[src/rtl/rr_arbiter8_ctrl_pkg.sv]
`default_nettype none
// ============================================================================
// Module  : rr_arbiter8_ctrl_pkg
// Brief   : Shared types and constants for the 8-way round-robin arbiter
//           family (state encoding, requester count, index width).
// Revision: 1.0 - initial release
// ============================================================================
package rr_arbiter8_ctrl_pkg;

   localparam int N_REQ = 8;
   localparam int IDX_W = 3;

   typedef logic [N_REQ-1:0] req_t;
   typedef logic [IDX_W-1:0] idx_t;

   typedef enum logic [0:0] {
      ST_IDLE  = 1'b0,
      ST_GRANT = 1'b1
   } state_t;

endpackage
`default_nettype wire

[src/rtl/rr_arbiter8_ctrl_if.sv]
`default_nettype none
// ============================================================================
// Module  : rr_arbiter8_ctrl_if
// Brief   : Request/grant bundle between requesters and the round-robin
//           arbiter. master = requester side, slave = arbiter side.
// Revision: 1.0 - initial release
// ============================================================================
interface rr_arbiter8_ctrl_if;
   import rr_arbiter8_ctrl_pkg::*;

   req_t req;
   logic rel;
   req_t gnt;
   idx_t gnt_idx;
   logic gnt_en_n;
   logic busy;
   logic timeout;

   modport master (
      output req,
      output rel,
      input  gnt,
      input  gnt_idx,
      input  gnt_en_n,
      input  busy,
      input  timeout
   );

   modport slave (
      input  req,
      input  rel,
      output gnt,
      output gnt_idx,
      output gnt_en_n,
      output busy,
      output timeout
   );

endinterface
`default_nettype wire

[src/rtl/rr_arbiter8_ctrl_dec.sv]
`default_nettype none
// ============================================================================
// Module  : decoder3x8_active_low
// Brief   : 3-to-8 one-hot decoder with active-low enable. All outputs are
//           zero while en is high, so the result can never be multi-hot.
// Revision: 1.0 - initial release
// ============================================================================
module decoder3x8_active_low (
   input  logic       en,
   input  logic [2:0] i,
   output logic [7:0] d
);

   // One output line per code; each line is a compare against its own index
   for (genvar k = 0; k < 8; k++) begin : g_dec
      assign d[k] = !en && (i == 3'(k));
   end

endmodule
`default_nettype wire

[src/rtl/rr_arbiter8_ctrl.sv]
`default_nettype none
// ============================================================================
// Module  : rr_arbiter8_ctrl
// Brief   : 8-way round-robin arbiter. Grants one owner at a time, holds the
//           grant until release, owner request drop, or hold timeout, then
//           spends one idle cycle before re-arbitrating from ptr onward.
// Revision: 1.0 - initial release
// ============================================================================
module rr_arbiter8_ctrl
   import rr_arbiter8_ctrl_pkg::*;
#(
   parameter int HOLD_MAX = 15,
   parameter int CW       = 4
) (
   input  logic                clk,
   input  logic                rst_n,
   rr_arbiter8_ctrl_if.slave   bus
);

   // Last counter value before the timeout fires; unused when HOLD_MAX is 0
   localparam int            c_hold_last_i = (HOLD_MAX == 0) ? 0 : HOLD_MAX - 1;
   localparam logic [CW-1:0] c_hold_last   = CW'(c_hold_last_i);

   state_t        r_state;
   idx_t          r_ptr;
   idx_t          r_gnt_idx;
   logic [CW-1:0] r_hold_cnt;
   logic          r_busy;
   logic          r_gnt_en_n;
   logic          r_timeout;

   idx_t          w_pick;
   logic          w_expire;
   logic          w_drop;
   logic          w_release;
   req_t          w_gnt;

   // First requester at or after p, wrapping past index 7 back to 0
   function automatic idx_t rr_pick(input req_t r, input idx_t p);
      idx_t k;
      idx_t w;
      logic found;
      w     = '0;
      found = 1'b0;
      for (int i = 0; i < N_REQ; i++) begin
         k = p + idx_t'(i);
         if (!found && r[k]) begin
            w     = k;
            found = 1'b1;
         end
      end
      return w;
   endfunction

   assign w_pick    = rr_pick(bus.req, r_ptr);
   assign w_expire  = (HOLD_MAX != 0) && (r_hold_cnt == c_hold_last);
   assign w_drop    = !bus.req[r_gnt_idx];
   assign w_release = bus.rel || w_drop || w_expire;

   // Arbitration FSM with registered grant index, enable, busy and timeout
   always_ff @(posedge clk or negedge rst_n) begin
      if (!rst_n) begin
         r_state    <= ST_IDLE;
         r_ptr      <= '0;
         r_gnt_idx  <= '0;
         r_hold_cnt <= '0;
         r_busy     <= 1'b0;
         r_gnt_en_n <= 1'b1;
         r_timeout  <= 1'b0;
      end else begin
         case (r_state)
            ST_IDLE: begin
               r_timeout <= 1'b0;
               if (|bus.req) begin
                  r_gnt_idx  <= w_pick;
                  r_hold_cnt <= '0;
                  r_busy     <= 1'b1;
                  r_gnt_en_n <= 1'b0;
                  r_state    <= ST_GRANT;
               end
            end
            ST_GRANT: begin
               if (w_release) begin
                  r_ptr      <= r_gnt_idx + 3'd1;
                  r_busy     <= 1'b0;
                  r_gnt_en_n <= 1'b1;
                  // Timeout is flagged only when the counter alone ended the grant
                  r_timeout  <= w_expire && !bus.rel && !w_drop;
                  r_state    <= ST_IDLE;
               end else begin
                  r_hold_cnt <= r_hold_cnt + CW'(1);
                  r_timeout  <= 1'b0;
               end
            end
         endcase
      end
   end

   decoder3x8_active_low u_dec (
      .en (r_gnt_en_n),
      .i  (r_gnt_idx),
      .d  (w_gnt)
   );

   assign bus.gnt      = w_gnt;
   assign bus.gnt_idx  = r_gnt_idx;
   assign bus.gnt_en_n = r_gnt_en_n;
   assign bus.busy     = r_busy;
   assign bus.timeout  = r_timeout;

endmodule
`default_nettype wire

[src/flat_wrapper.sv]
// flat-port wrapper written by rule: the top's interface ports become plain ports
module rr_arbiter8_ctrl_flat import rr_arbiter8_ctrl_pkg::*;
#(
   parameter int HOLD_MAX = 15,
   parameter int CW       = 4
)
  (clk, rst_n, bus_req, bus_rel, bus_gnt, bus_gnt_idx, bus_gnt_en_n, bus_busy, bus_timeout);
  rr_arbiter8_ctrl_if bus_i ();
  input  logic clk;
  input  logic rst_n;
  input wire logic [$bits(bus_i.req)-1:0] bus_req;
  input wire logic [$bits(bus_i.rel)-1:0] bus_rel;
  output wire logic [$bits(bus_i.gnt)-1:0] bus_gnt;
  output wire logic [$bits(bus_i.gnt_idx)-1:0] bus_gnt_idx;
  output wire logic [$bits(bus_i.gnt_en_n)-1:0] bus_gnt_en_n;
  output wire logic [$bits(bus_i.busy)-1:0] bus_busy;
  output wire logic [$bits(bus_i.timeout)-1:0] bus_timeout;
  assign bus_i.req = bus_req;
  assign bus_i.rel = bus_rel;
  assign bus_gnt = bus_i.gnt;
  assign bus_gnt_idx = bus_i.gnt_idx;
  assign bus_gnt_en_n = bus_i.gnt_en_n;
  assign bus_busy = bus_i.busy;
  assign bus_timeout = bus_i.timeout;
  rr_arbiter8_ctrl #(.HOLD_MAX(HOLD_MAX), .CW(CW)) u_core (.clk(clk), .rst_n(rst_n), .bus(bus_i));
endmodule
[config.mk]
export PLATFORM = sky130hd
export DESIGN_NAME = rr_arbiter8_ctrl_flat
export DESIGN_NICKNAME = d
export VERILOG_FILES = /design/src/rtl/rr_arbiter8_ctrl_pkg.sv /design/src/rtl/rr_arbiter8_ctrl_if.sv /design/src/rtl/rr_arbiter8_ctrl_dec.sv /design/src/rtl/rr_arbiter8_ctrl.sv /design/src/flat_wrapper.sv
export SDC_FILE = /design/constraint.sdc
export NUM_CORES = 1
export LEC_CHECK = 0
export BUFFER_PORTS_ARGS = -buffer_cell sky130_fd_sc_hd__buf_2
export CORE_ASPECT_RATIO = 0.8
export CORE_MARGIN = 5
export CORE_UTILIZATION = 25
export DETAILED_ROUTE_END_ITERATION = 8
export MAX_ROUTING_LAYER = met4
export PLACE_DENSITY = 0.41
export SYNTH_ARGS = -nofsm -noshare
export SYNTH_HDL_FRONTEND = slang
export SYNTH_SLANG_ARGS = --single-unit
[constraint.sdc]
create_clock -name clk -period 3.1 [get_ports clk]
set_input_delay 0 -clock clk [delete_from_list [all_inputs] [get_ports clk]]
set_output_delay 0 -clock clk [all_outputs]
set_load 0.1 [all_outputs]
-- Yosys cells after proc, flatten, opt, wreduce, memory -nomap -nowiden
Index checks and enable logic that the tools add are counted.
- bits of input ports: 11
- flip-flop bits (word level): 14
- equal/unequal tests: 11
- reductions and logical operators: 35
- muxes and demuxes: 47
- add/sub/neg operators: 9
- bitwise gates (word level): 1
- order comparisons: 9
- operators by type and width (operator ; count):
    $lt 3x4->1 const B ; 9
    $bmux 1 s3 ; 9
    $mux 3 ; 8
    $mux 1 ; 23
    $logic_and 1x1->1 ; 17
    $add 3x3->3 const B ; 4
    $eq 3x3->1 const B ; 4
    $logic_not 1->1 ; 10
    $mux 4 ; 2
    $pmux 1 s2 ; 4
    $pmux 4 s2 ; 1
    $reduce_and 2->1 ; 4
    $reduce_or 8->1 ; 1
    $add 3x1->3 const B ; 2
    $add 3x2->3 const B ; 2
    $eq 3x2->1 const B ; 2
    $add 4x1->4 const B ; 1
    $eq 4x4->1 const B ; 1
    $ne 2x2->1 const B ; 2
    $eq 3x1->1 const B ; 1
    $logic_not 3->1 ; 1
    $logic_or 1x1->1 ; 2
    $ne 2x1->1 const B ; 1
    $not 1->1 ; 1

-- Logic depth before layout (Yosys ltp)
- depth in word-level cells: 24
- depth in mapped cells: 10
- gate-level depth less buffers: 8

-- Hierarchy
From an unflattened synthesis, not the netlist that was laid out.
- cells, all modules: 152
- area, all modules: 1611.5 um^2
- by module, submodules not included (module ; cells each ; times used ; area an instance (um^2) ; seq. area each (um^2)):
    rr_arbiter8_ctrl ; 144 ; 1 ; 1530.2 ; 351.6
    decoder3x8_active_low ; 8 ; 1 ; 81.3 ; 0.0

-- Worst setup path after synthesis
OpenSTA, ideal clock, no wires.
- kind: reg2out
- start: register u_core.r_gnt_idx[0] (netlist: u_core.bus.gnt_idx[0])
- end: output port bus_gnt[7]
- stages on the path, launching flop included: 4
- path buffers: 0
- path slack: 0.261 ns
- data arrival time: 2.839 ns
- cells stage by stage: dfrtp_1 > ha_1 > ha_1 > nor2b_1
- word-level cells in the longest chain between the ends: 2
- RTL lines (element ; RTL line ; text):
    from (decl) ; rr_arbiter8_ctrl.sv:26 ; idx_t r_gnt_idx;
    from (signal assigned) ; rr_arbiter8_ctrl.sv:75 ; r_gnt_idx <= w_pick;
    $eq 3x3->1 ; rr_arbiter8_ctrl_dec.sv:16 ; assign d[k] = !en && (i == 3'(k));
    $logic_and 1x1->1 ; rr_arbiter8_ctrl_dec.sv:16 ;
    to (decl) ; flat_wrapper.sv:13 ; output wire logic [$bits(bus_i.gnt)-1:0] bus_gnt;
Every way passes these cells.

-- Worst setup path after layout
- start: register u_core.r_ptr[1]
- end: register u_core.r_gnt_idx[0] (netlist: u_core.bus.gnt_idx[0])
- word-level cells in the longest chain between the ends: 24
- elaborated cells on any way between the ends: 52
- those cells by class: add/sub: 7; mux: 31; reduce/logical: 14
- RTL lines (element ; RTL line ; text):
    from (decl) ; rr_arbiter8_ctrl.sv:25 ; idx_t r_ptr;
    from (signal assigned) ; rr_arbiter8_ctrl.sv:84 ; r_ptr <= r_gnt_idx + 3'd1;
    branches (longest 23 deep; another with $add 3x1->3) ; -- ;
    $mux 3 (*) ; rr_arbiter8_ctrl.sv:47 ; if (!found && r[k]) begin
Every way passes the cells marked *. The select of a mux whose other input is x is not followed.
A chain may end at the register's enable or synchronous reset.

==> flow_summary.toml <==
[synth]
synth_enable_flop_cells = 0
syn_area_per_cell_um2 = 10.4
synthCells = 165
ys_warn_count = 0
postSynthRegisterBits = 14
synthTopCellsByArea = "dfrtp_1 (19%), mux4_2 (12%), ha_1 (7.3%)"
yosysTopAreaCell = "dfrtp_1"
synthFlopType = "dfrtp_1"
netlist.area_leader.share = 0.189
ys_seq_area_frac = 0.204
synth_cell_type_count = 48
synthArstFlopShare = 1.00
synth_fp_nets = 186
syn_area_um2 = 1720

[grt]
grt_use_met3 = 0.0183
grt_usage = 0.106
met2_usage = 0.164
top_usage_layer = "met2"
grt_pass1_vias = 1353
met1_usage = 0.147
grt.overflow.total = 0
grt_max_degree = 17
grt_pass1_wl_um = 7110
antenna_found_initial = 0

[worst_hold_path]
hp-start = "bus_rel"
hold-path-endpoint = "u_core.bus.timeout"
hold_class = "input pin to flip-flop"
worstHoldPathCells = 4

[setup_path]
cp_top_family = "multiplexers"
cpPeakStageDelay_ns = 0.70
worst_path_max_delay_cell = "mux4_1"
crit_arrival_ns = 2.95
cp-start-kind = "flip-flop"
reg2reg_depth = 7
end_kind = "flip-flop"
r2r_start = "u_core.r_ptr[1]"
cp.required_ns = 3.22
r2r_end = "u_core.bus.gnt_idx[0]"
crit_chain = "clkinv_1 > ha_1 > mux4_1 > mux2i_2 > nand2_1 > a2111oi_2 > o31ai_1"
regToRegSetupSlack_ns = 0.27
path_class = "flip-flop to flip-flop"
crit_fanout = 12
worst-path-buf-inv = 1

[die]
core_um2 = 6790
die_w_um = 103
initial_core_util = 0.253
dieArea_um2 = 8650
io_pins = 25
die_y_um = 84.2
num_rows = 27

[timing]
tightestPinTransition_ns = 0.621
setup_violations = 0
drv_slew = 0
fin_tns_setup_ns = 0
period_share = 0.912
rsz0062_at_grt = "false"
max-slew-margin-rel = 0.586
finalClockSkew_ns = 0.00466
hold_viol = 0
fin_crit_ns = 2.83
worst_slack_ns = 0.274
max_freq_mhz = 354

[run]
maxCapViolCount = 0

[layout]
final_area_um2 = 1940
final_util = 0.285
n_fill_cell = 716
ff_latch_area_um2 = 352
nets = 212
drive_above_1_share = 0.300
area_delta_synth_final_pct = 12.5
antenna_cells = 0
multiInputGateArea_um2 = 1230

[placed_design]
port_buffers = 24
gp_congestion = 0.746
dp.final_hpwl_um = 3520
pre_cts_ws_ns = 0.293
placement.cell_area_um2 = 1880

[cts]
clkSinkCount = 14
cts.clk_slew.worst_paths_ns = 0.06
cts-root-buf = "clkbuf_8"
clockBufferDepth = 2
htreeDepth = 1
clkLatencyLatePin_ns = 0.25
cts_tree = "done"
post_cts_resized = 0
cts_buffers = 3

[routing]
drt-total-wl_um = 4430
dr.pass1.iters = 6
drc = 0
postRouteAntennaNets = 0
routedWlPerCell_um = 16.0
via_per_inst = 5.06
vias = 1403
drtIter0Drc = 105

[outcome]
status = "completed"
## registers in the layout, indices dropped and copies added, names as in the netlist
register and count:
u_core.bus.timeout 1, u_core.r_hold_cnt 4, u_core.bus.gnt_idx 3, u_core.bus.busy 1
u_core.bus.gnt_en_n 1, u_core.r_state 1, u_core.r_ptr 3
## worst max path at each step
stage,start,to,cells after the start
final,u_core.r_ptr[1],u_core.bus.gnt_idx[0],7
after global routing,u_core.r_ptr[0],u_core.bus.gnt_idx[0],8
after CTS,u_core.r_ptr[1],u_core.bus.gnt_idx[0],8
after detailed placement,u_core.r_ptr[0],u_core.bus.gnt_idx[0],8
after global placement,u_core.r_ptr[1],u_core.bus.gnt_idx[0],8
after floorplan,u_core.bus.gnt_idx[0],bus_gnt[7],3
## worst register-to-register path: stages (launching register included)
cell and delay (ns):
dfrtp_1 0.34, clkinv_1 0.10, ha_1 0.62, mux4_1 0.70, mux2i_2 0.32, nand2_1 0.12
a2111oi_2 0.39, o31ai_1 0.11
## cell usage after synthesis (3+ instances only)
master and n:
a21oi_1 5, a31oi_1 3, and2_1 5, and3_1 3, buf_6 3, clkbuf_8 3, dfrtp_1 13, ha_1 10
inv_1 10, mux2_2 4, mux2i_1 10, mux4_1 4, mux4_2 9, nand2_1 12, nand3_1 8, nor2_1 10
nor2b_1 3, o21ai_0 9, or3_1 5, xnor2_1 3
## cell families after synthesis
kind of cell             after synthesis  synth area share
flip-flops                            14             0.204
buffers and inverters                 19            0.0815
AND/OR/NAND/NOR                       54             0.167
XOR/XNOR                               4            0.0204
adder cells (fa/ha/maj)               10            0.0727
multiplexers                          31             0.305
AO/OA/AOI/OAI                         33             0.149
## per-layer routing
metal / vias to the layer above / wire (um)
met5: - / 0
met3: 2 / 167
met2: 27 / 2080
met1: 693 / 2150
met4: 0 / 27
li1: 681 / -
## layout by cell type, fill, tap and decap left out, types with 4 or more instances in the layout
| cell | synthesis | layout |
|---|---|---|
| nand3_1 | 8 | 8 |
| mux2i_1 | 10 | 10 |
| buf_4 | 0 | 4 |
| buf_2 | 0 | 24 |
| nand2_1 | 12 | 12 |
| mux4_1 | 4 | 4 |
| nor2_1 | 10 | 10 |
| or3_1 | 5 | 5 |
| mux4_2 | 9 | 9 |
| dfrtp_1 | 13 | 13 |
| inv_1 | 10 | 10 |
| and2_1 | 5 | 5 |
| a21oi_1 | 5 | 5 |
| ha_1 | 10 | 10 |
| mux2_2 | 4 | 4 |
| o21ai_0 | 9 | 9 |
## metrics by stage
step | hold slack, ns | instances
after floorplan | -0.296 | 165
after global placement | -0.0713 | 272
after detailed placement | -0.0723 | 272
after CTS | 0.00818 | 277
after global routing | 0.0401 | 277
final | 0.0146 | 277
## timing repair
action,CTS,global route
setup buffers,0,0
hold buffers,1,0
hold endpoints to repair,14,0
setup endpoints to repair,0,0
## cell type report
class,instances,share of cell area
Multi-Input combinational cell,132,0.635
Sequential cell,14,0.182
Timing Repair Buffer,29,0.0827
Tap cell,87,0.0562
Clock buffer,4,0.0233
Inverter,11,0.0213
Power is not shown: default switching activity piles up to over one toggle a cycle in this logic, so the estimate is an artifact.
